`config.mk`:
```
export PLATFORM = sky130hd
export DESIGN_NAME = miriscv_fetch
export DESIGN_NICKNAME = d
export VERILOG_FILES = /design/src/rtl/miriscv_fetch.sv
export SDC_FILE = /design/constraint.sdc
export NUM_CORES = 1
export LEC_CHECK = 0
export ABC_AREA = 1
export BUFFER_PORTS_ARGS = -buffer_cell sky130_fd_sc_hd__clkbuf_2
export CORE_UTILIZATION = 42
export CTS_CLUSTER_DIAMETER = 60
export DETAILED_ROUTE_END_ITERATION = 8
export HOLD_SLACK_MARGIN = 0.12
export PLACE_DENSITY = 0.68
export SYNTH_ARGS = -nofsm -noshare
export SYNTH_HDL_FRONTEND = slang
export SYNTH_SLANG_ARGS = --single-unit
```
`constraint.sdc`:
```
create_clock -name clk -period 8.4 [get_ports clk]
set_input_delay 0.84 -clock clk [delete_from_list [all_inputs] [get_ports clk]]
set_output_delay 0.84 -clock clk [all_outputs]
set_load 0.02 [all_outputs]
```
`src/rtl/miriscv_fetch.sv`:
```
// Instruction fetch stage: one outstanding memory request, two-entry {pc, instr}
// buffer towards decode, and redirect handling that drops in-flight responses.
module miriscv_fetch #(
    parameter logic [31:0] RESET_PC = 32'h0000_0000
) (
    input  logic        clk,
    input  logic        rst,
    output logic        imem_req,
    output logic [31:0] imem_addr,
    input  logic        imem_gnt,
    input  logic        imem_rvalid,
    input  logic [31:0] imem_rdata,
    input  logic        redirect_valid,
    input  logic [31:0] redirect_pc,
    output logic        if_valid,
    input  logic        if_ready,
    output logic [31:0] if_instr,
    output logic [31:0] if_pc
);

    typedef enum logic [1:0] {
        IDLE = 2'd0,
        WAIT = 2'd1,
        DROP = 2'd2
    } state_t;

    state_t      state_reg, state_next;
    logic [31:0] pc_reg;
    logic [31:0] req_addr_reg;
    logic [1:0]  count_reg;
    logic        rd_ptr_reg;
    logic        wr_ptr_reg;
    logic [31:0] fifo_pc_reg    [2];
    logic [31:0] fifo_instr_reg [2];
    logic        grant;
    logic        push;
    logic        pop;

    // A request is only raised when the response is guaranteed a free slot.
    assign imem_req  = (state_reg == IDLE) && !redirect_valid && !rst && (count_reg < 2'd2);
    assign imem_addr = pc_reg;
    assign grant     = imem_req && imem_gnt;
    assign push      = (state_reg == WAIT) && imem_rvalid && !redirect_valid;
    assign if_valid  = (count_reg != 2'd0);
    assign pop       = if_valid && if_ready && !redirect_valid;
    assign if_instr  = fifo_instr_reg[rd_ptr_reg];
    assign if_pc     = fifo_pc_reg[rd_ptr_reg];

    always_comb begin
        state_next = state_reg;
        case (state_reg)
            IDLE: if (grant) state_next = WAIT;
            WAIT: begin
                if (imem_rvalid)         state_next = IDLE;
                else if (redirect_valid) state_next = DROP;
            end
            DROP: if (imem_rvalid) state_next = IDLE;
            default: state_next = IDLE;
        endcase
    end

    always_ff @(posedge clk) begin
        if (rst) begin
            state_reg    <= IDLE;
            pc_reg       <= RESET_PC;
            req_addr_reg <= '0;
            count_reg    <= 2'd0;
            rd_ptr_reg   <= 1'b0;
            wr_ptr_reg   <= 1'b0;
        end else begin
            state_reg <= state_next;
            if (grant) req_addr_reg <= pc_reg;
            if (redirect_valid) begin
                pc_reg     <= redirect_pc & 32'hFFFF_FFFC;
                count_reg  <= 2'd0;
                rd_ptr_reg <= 1'b0;
                wr_ptr_reg <= 1'b0;
            end else begin
                if (grant) pc_reg <= pc_reg + 32'd4;
                count_reg <= count_reg + {1'b0, push} - {1'b0, pop};
                if (push) wr_ptr_reg <= ~wr_ptr_reg;
                if (pop)  rd_ptr_reg <= ~rd_ptr_reg;
            end
        end
    end

    genvar gi;
    generate
        for (gi = 0; gi < 2; gi++) begin : g_entry
            always_ff @(posedge clk) begin
                if (rst) begin
                    fifo_pc_reg[gi]    <= '0;
                    fifo_instr_reg[gi] <= '0;
                end else if (push && (wr_ptr_reg == 1'(gi))) begin
                    fifo_pc_reg[gi]    <= req_addr_reg;
                    fifo_instr_reg[gi] <= imem_rdata;
                end
            end
        end
    endgenerate

endmodule

```
==> qor.csv, run 1 <==
metric;value;unit
commonest non-fill, non-tap cell in the layout;nor2_1;
synth warn;0;
CP max FO;42;
clock latency on the worst-skew pair;0.43;ns
Chip Width;147.7;um
post-CTS setup buffer count;0;
EDFF count, synth;124;
FP Rows;52;
HPWL Detailed;13080;um
H-tree levels;4;
Die Area;21810;um^2
drt via density;4.900;
actual slew at the worst max-slew pin;0.9017;ns
Final Hold Fails;0;
deepest clock path buffer count;2;
number of unique standard cell types used by synthesis;37;
WL final;20340;um
DR iter-0 viols;396;
Area contributors post-synth;edfxtp_1 42%, dfxtp_1 15%, nor2_1 7.9%;
first-pass GRT wire length;32540;um
Worst Path Arrival;3.02;ns
hold_buf cts;0;
final setup fails;0;
total CTS buffers;17;
vias in the first global route;6393;
Post-route DRC;0;
top cell type's share of synthesized area;0.4177;
sequential area share after synthesis;0.5681;
Initial Util;0.4350;
ANT nets after route;0;
fin nets;1164;
largest net degree at the start of global routing;66;
Worst EP required;8.47;ns
die height;147.7;um
Synth area leader;edfxtp_1;
RSZ-0062 raised after global routing;no;
Layout area overhead;16.84;%
peak supply drop;0.0001342;V
Main synth FF type;edfxtp_1;
CTS tree;yes;
vias;6733;
syn_area_per_cell;9.434;um^2
Num Clock Sinks;191;
1st-pass router iterations;5;
crit share post-route;0.3512;
Max stage delay on crit path;0.59;ns
crit path capture type;register;
initial antenna violation count;0;
wire length per cell;14.80;um
Multi-input gate area;3032;um^2
Reg area;5066;um^2
CP delay by family, top;buffers and inverters;
Highest Clock Rate;339.0;MHz
crit path max-delay cell type;buf_4;
layout cells sized above 1;0.2591;
power per cell area;196.3;nW/um^2
Max-Cap Viols;0;
design area;10420;um^2
outcome;complete, no violations;
GPL Wtd Cong;0.8624;
I/O Buffers;161;
# fillers;1941;
CTS resizes;0;
core area;20490;um^2
Tmin final;2.950;ns
Root Buffer;clkbuf_16;
CTS clk-pin slew, worst paths;0.07;ns
highest-count cells in the layout ignoring fill and taps;187 x nor2_1, 161 x clkbuf_2, 139 x inv_1;
kind of start point of the critical path;primary input;
FFs w/ async S/R, synth;0;
post-placement cell area;9823;um^2
clock skew;0.01130;ns
Tot GR Track Use;0.1928;
Lkg Pwr;4.378;nW
Max-slew headroom;0.3989;
ant diodes;0;
count of state elements after synthesis;191;
total gr overflow;0;
CP bufs+invs;3;
Netlist Area Pre-Place;8915;um^2
max reg flops;64;
Setup TNS Final;0;ns
Worst Hold Class;reg -> reg;
max-slew violations;0;
Post-Syn Instances;945;
IO Count;168;
Final Util;0.5082;
CP Cell Sequence;clkbuf_2 -> inv_1 -> nand2_2 -> buf_4;
CP Class;in -> reg;
==> worst register-to-register path, cell delays in order (launching register included) <==
cell and delay, ns:
dfxtp_1 0.35, inv_1 0.07, nor2_2 0.11, inv_1 0.08
nor3_4 0.26, inv_1 0.16, o21ai_4 0.53, buf_4 0.67
==> Yosys cell counts (2+ instances only) <==
master	instances
buf_4	5
or2_2	4
ha_1	3
nand3_1	56
mux2_2	62
a31oi_1	6
nand3b_1	3
a21oi_1	38
xor2_1	3
a22oi_1	2
nor2_2	10
dfxtp_1	67
nand2_1	133
o21ai_0	35
inv_1	139
nand4_1	5
buf_2	14
a211oi_1	9
edfxtp_1	124
clkbuf_1	9
buf_6	15
nor2_1	187
nand3_4	2
==> cells by family after synthesis <==
logic type / after synthesis / synth area share
AOI/OAI and AO/OA: 94 / 0.05754
xor gates and xnor gates: 4 / 0.003931
adders and majority gates: 3 / 0.004211
buffers and inverters: 185 / 0.09460
DFF: 191 / 0.5681
muxes: 62 / 0.07832
other: 1 / 0.0004206
and+or+nand+nor: 405 / 0.1928
==> layout make-up <==
type                            instances  share of cell area
Clock buffer                           18             0.04324
Tap cell                              270             0.03243
Multi-Input combinational cell        572              0.2911
Inverter                              141             0.05081
Clock inverter                         14             0.01369
Timing Repair Buffer                  168             0.08240
Sequential cell                       191              0.4864
==> layer usage <==
| layer | global-route usage | vias to the layer above | share of wire |
|---|---|---|---|
| met1 | 0.2580 | 3141 | 0.46 |
| met2 | 0.3116 | 212 | 0.47 |
| met5 | 0 | - | 0 |
| met4 | 0.06649 | 0 | 0.015 |
| met3 | 0.03889 | 25 | 0.056 |
| li1 | - | 3355 | - |
==> power breakdown <==
part | internal, mW | total (mW) | switching (mW)
Combinational | 0.0561 | 0.168 | 0.112
Sequential | 1.03 | 1.06 | 0.0234
Clock | 0.438 | 0.818 | 0.381
Total | 1.53 | 2.04 | 0.516
==> metrics by stage <==
stage | std cells | power [mW] | hold slack (ns) | worst slack (ns)
global placement | 1342 | 1.245 | 0.4482 | 4.948
CTS | 1374 | 2.063 | 0.4656 | 5.422
global route | 1374 | 2.125 | 0.5004 | 5.295
floorplan | 948 | 1.185 | 0.4474 | 2.099
finish | 1374 | 2.045 | 0.4639 | 5.450
detailed placement | 1342 | 1.248 | 0.4556 | 4.958
==> path summary, 6_finish.rpt <==
check                                  start                   end  slack (ns)  cells after the start
worst min-delay path              rd_ptr_reg              register        0.46                      2
worst max register to register  state_reg[0]  fifo_instr_reg[0][3]        5.79                      7
worst max-delay path                     rst    fifo_pc_reg[1][28]        5.45                      4
worst min register to register    rd_ptr_reg              register        0.46                      2
(Power assumes the default switching activity.)
==> run 2: changes to the inputs <==
Settings changed: PLACE_DENSITY 0.68 to 0.71.
Clock period 8.4 ns to 2.41 ns, I/O delays scaled along.
==> qor.csv, run 2 (same netlist as run 1, synthesis figures left out) <==
metric;value;unit;change
total CTS buffers;17;;unchanged
layout cells sized above 1;0.2589;;about the same
fin nets;1215;;+4.4%
Setup TNS Final;0;ns;unchanged
Worst Path Arrival;2.24;ns;-0.78 ns
CP max FO;6;;-86%
Reg-to-Reg End;imem_addr[28];;
HPWL Detailed;13690;um;+4.6%
CTS clk-pin slew, worst paths;0.07;ns;about the same
max-slew violations;0;;unchanged
crit share post-route;0.7908;;
wire length per cell;14.30;um;-3.4%
H-tree levels;4;;unchanged
Worst Min Path Start;imem_rdata[19];;
1st-pass router iterations;5;;unchanged
design area;10970;um^2;+5.3%
Initial Util;0.4350;;unchanged
worst hold endpoint;fifo_instr_reg[0][19];;
die height;147.7;um;unchanged
Layout area overhead;23.05;%;
crit path capture type;register;;
total gr overflow;0;;unchanged
drt via density;4.789;;-2.3%
WL final;20380;um;+0.21%
vias;6825;;+1.4%
Tot GR Track Use;0.1924;;-0.0004274
Max-Cap Viols;0;;unchanged
deepest clock path buffer count;2;;unchanged
kind of start point of the critical path;register;;
power per cell area;642.8;nW/um^2;+230%
FP Rows;52;;unchanged
DR iter-0 viols;297;;-25%
CP Class;reg -> reg;;
RSZ-0062 raised after global routing;no;;
peak supply drop;0.0004764;V;+250%
Tmin final;1.906;ns;
I/O Buffers;161;;unchanged
CTS tree;yes;;
Hold Crit Depth;3;;+1
Chip Width;147.7;um;unchanged
largest net degree at the start of global routing;63;;-4.5%
Num Clock Sinks;191;;unchanged
ant diodes;0;;unchanged
Lkg Pwr;4.628;nW;+5.7%
hold_buf cts;37;;+37
Worst EP required;2.74;ns;-5.73 ns
Root Buffer;clkbuf_16;;
GPL Wtd Cong;0.8940;;+3.7%
reg2reg path depth;10;;+3
highest-count cells in the layout ignoring fill and taps;187 x nor2_1, 161 x clkbuf_2, 139 x inv_1;;
Hold WS;0.1422;ns;-0.3216 ns
core area;20490;um^2;unchanged
Highest Clock Rate;524.7;MHz;
final setup fails;0;;unchanged
Final Hold Fails;0;;unchanged
clock latency on the worst-skew pair;0.43;ns;about the same
Worst Hold Class;in -> reg;;
commonest non-fill, non-tap cell in the layout;nor2_1;;
post-placement cell area;10030;um^2;+2.1%
CTS resizes;0;;unchanged
r2r startpoint;imem_addr[3];;
setup slack, reg-to-reg;0.50;ns;-5.29 ns
ANT nets after route;0;;unchanged
Post-route DRC;0;;unchanged
first-pass GRT wire length;32790;um;+0.76%
Die Area;21810;um^2;unchanged
clock skew;0.009190;ns;-0.002114 ns
final setup margin;0.5043;ns;-4.946 ns
vias in the first global route;6417;;+0.38%
initial antenna violation count;0;;unchanged
outcome;complete, no violations;;
dpl ws;0.5526;ns;-4.405 ns
max reg flops;64;;unchanged
post-CTS setup buffer count;0;;unchanged
IO Count;168;;unchanged
## run 2: cell types whose count changed in the layout (fill, tap and decap cells not counted), sizes merged
cell	delta
buf	+14
bufinv	-1
clkinv	+3
dlygate4sd3	+37
inv	-2
## run 2: how the worst max path moves through the flow
stage / startpoint / depth (start not counted) / endpoint
CTS: register / 3 / if_pc[7]
detailed placement: imem_addr[3] / 10 / imem_addr[28]
global placement: redirect_valid / 9 / imem_addr[20]
finish: imem_addr[3] / 10 / imem_addr[28]
floorplan: state_reg[0] / 6 / fifo_instr_reg[0][0]
global route: rst / 11 / imem_addr[30]
## run 2: worst max-delay path, stage by stage, from the launching register on
cell,delay [ns]
dfxtp_1,0.46
ha_1,0.23
nand2_1,0.10
nor2_2,0.21
nand3_1,0.15
nor2_1,0.32
nand2_1,0.10
nand2_1,0.07
nand3_1,0.08
nand2_1,0.07
inv_1,0.03
## run 2: through the flow
step / utilization / std cells / total power, mW
5_1_grt: 0.5352 / 1425 / 7.323
3_3_place_gp: 0.4893 / 1356 / 4.353
6_report: 0.5352 / 1425 / 7.051
3_5_place_dp: 0.4893 / 1356 / 4.365
2_1_floorplan: - / 948 / 4.124
4_1_cts: 0.5352 / 1425 / 7.131
## run 2: layer usage
| metal | up-vias | part of all wire | track usage |
|---|---|---|---|
| met5 | - | 0 | 0 |
| met4 | 0 | 0.012 | 0.05155 |
| met3 | 19 | 0.054 | 0.03549 |
| met2 | 211 | 0.47 | 0.3224 |
| met1 | 3139 | 0.46 | 0.2554 |
| li1 | 3456 | - | - |
## run 2: final cells by class
type | instances | area [um^2]
flip-flops and latches | 191 | 5066
inverters | 141 | 529.3
repair buffers | 219 | 1434
clock buffers | 18 | 450.4
well taps | 270 | 337.8
multi-input cells | 572 | 3032
clock inverters | 14 | 120.1
fillers | 1852 | 9525
## run 2: power breakdown
group	internal (mW)	total (mW)	switching, mW
combinational	0.249	0.651	0.402
sequential	3.61	3.69	0.0819
clock	1.42	2.71	1.30
total	5.27	7.05	1.78
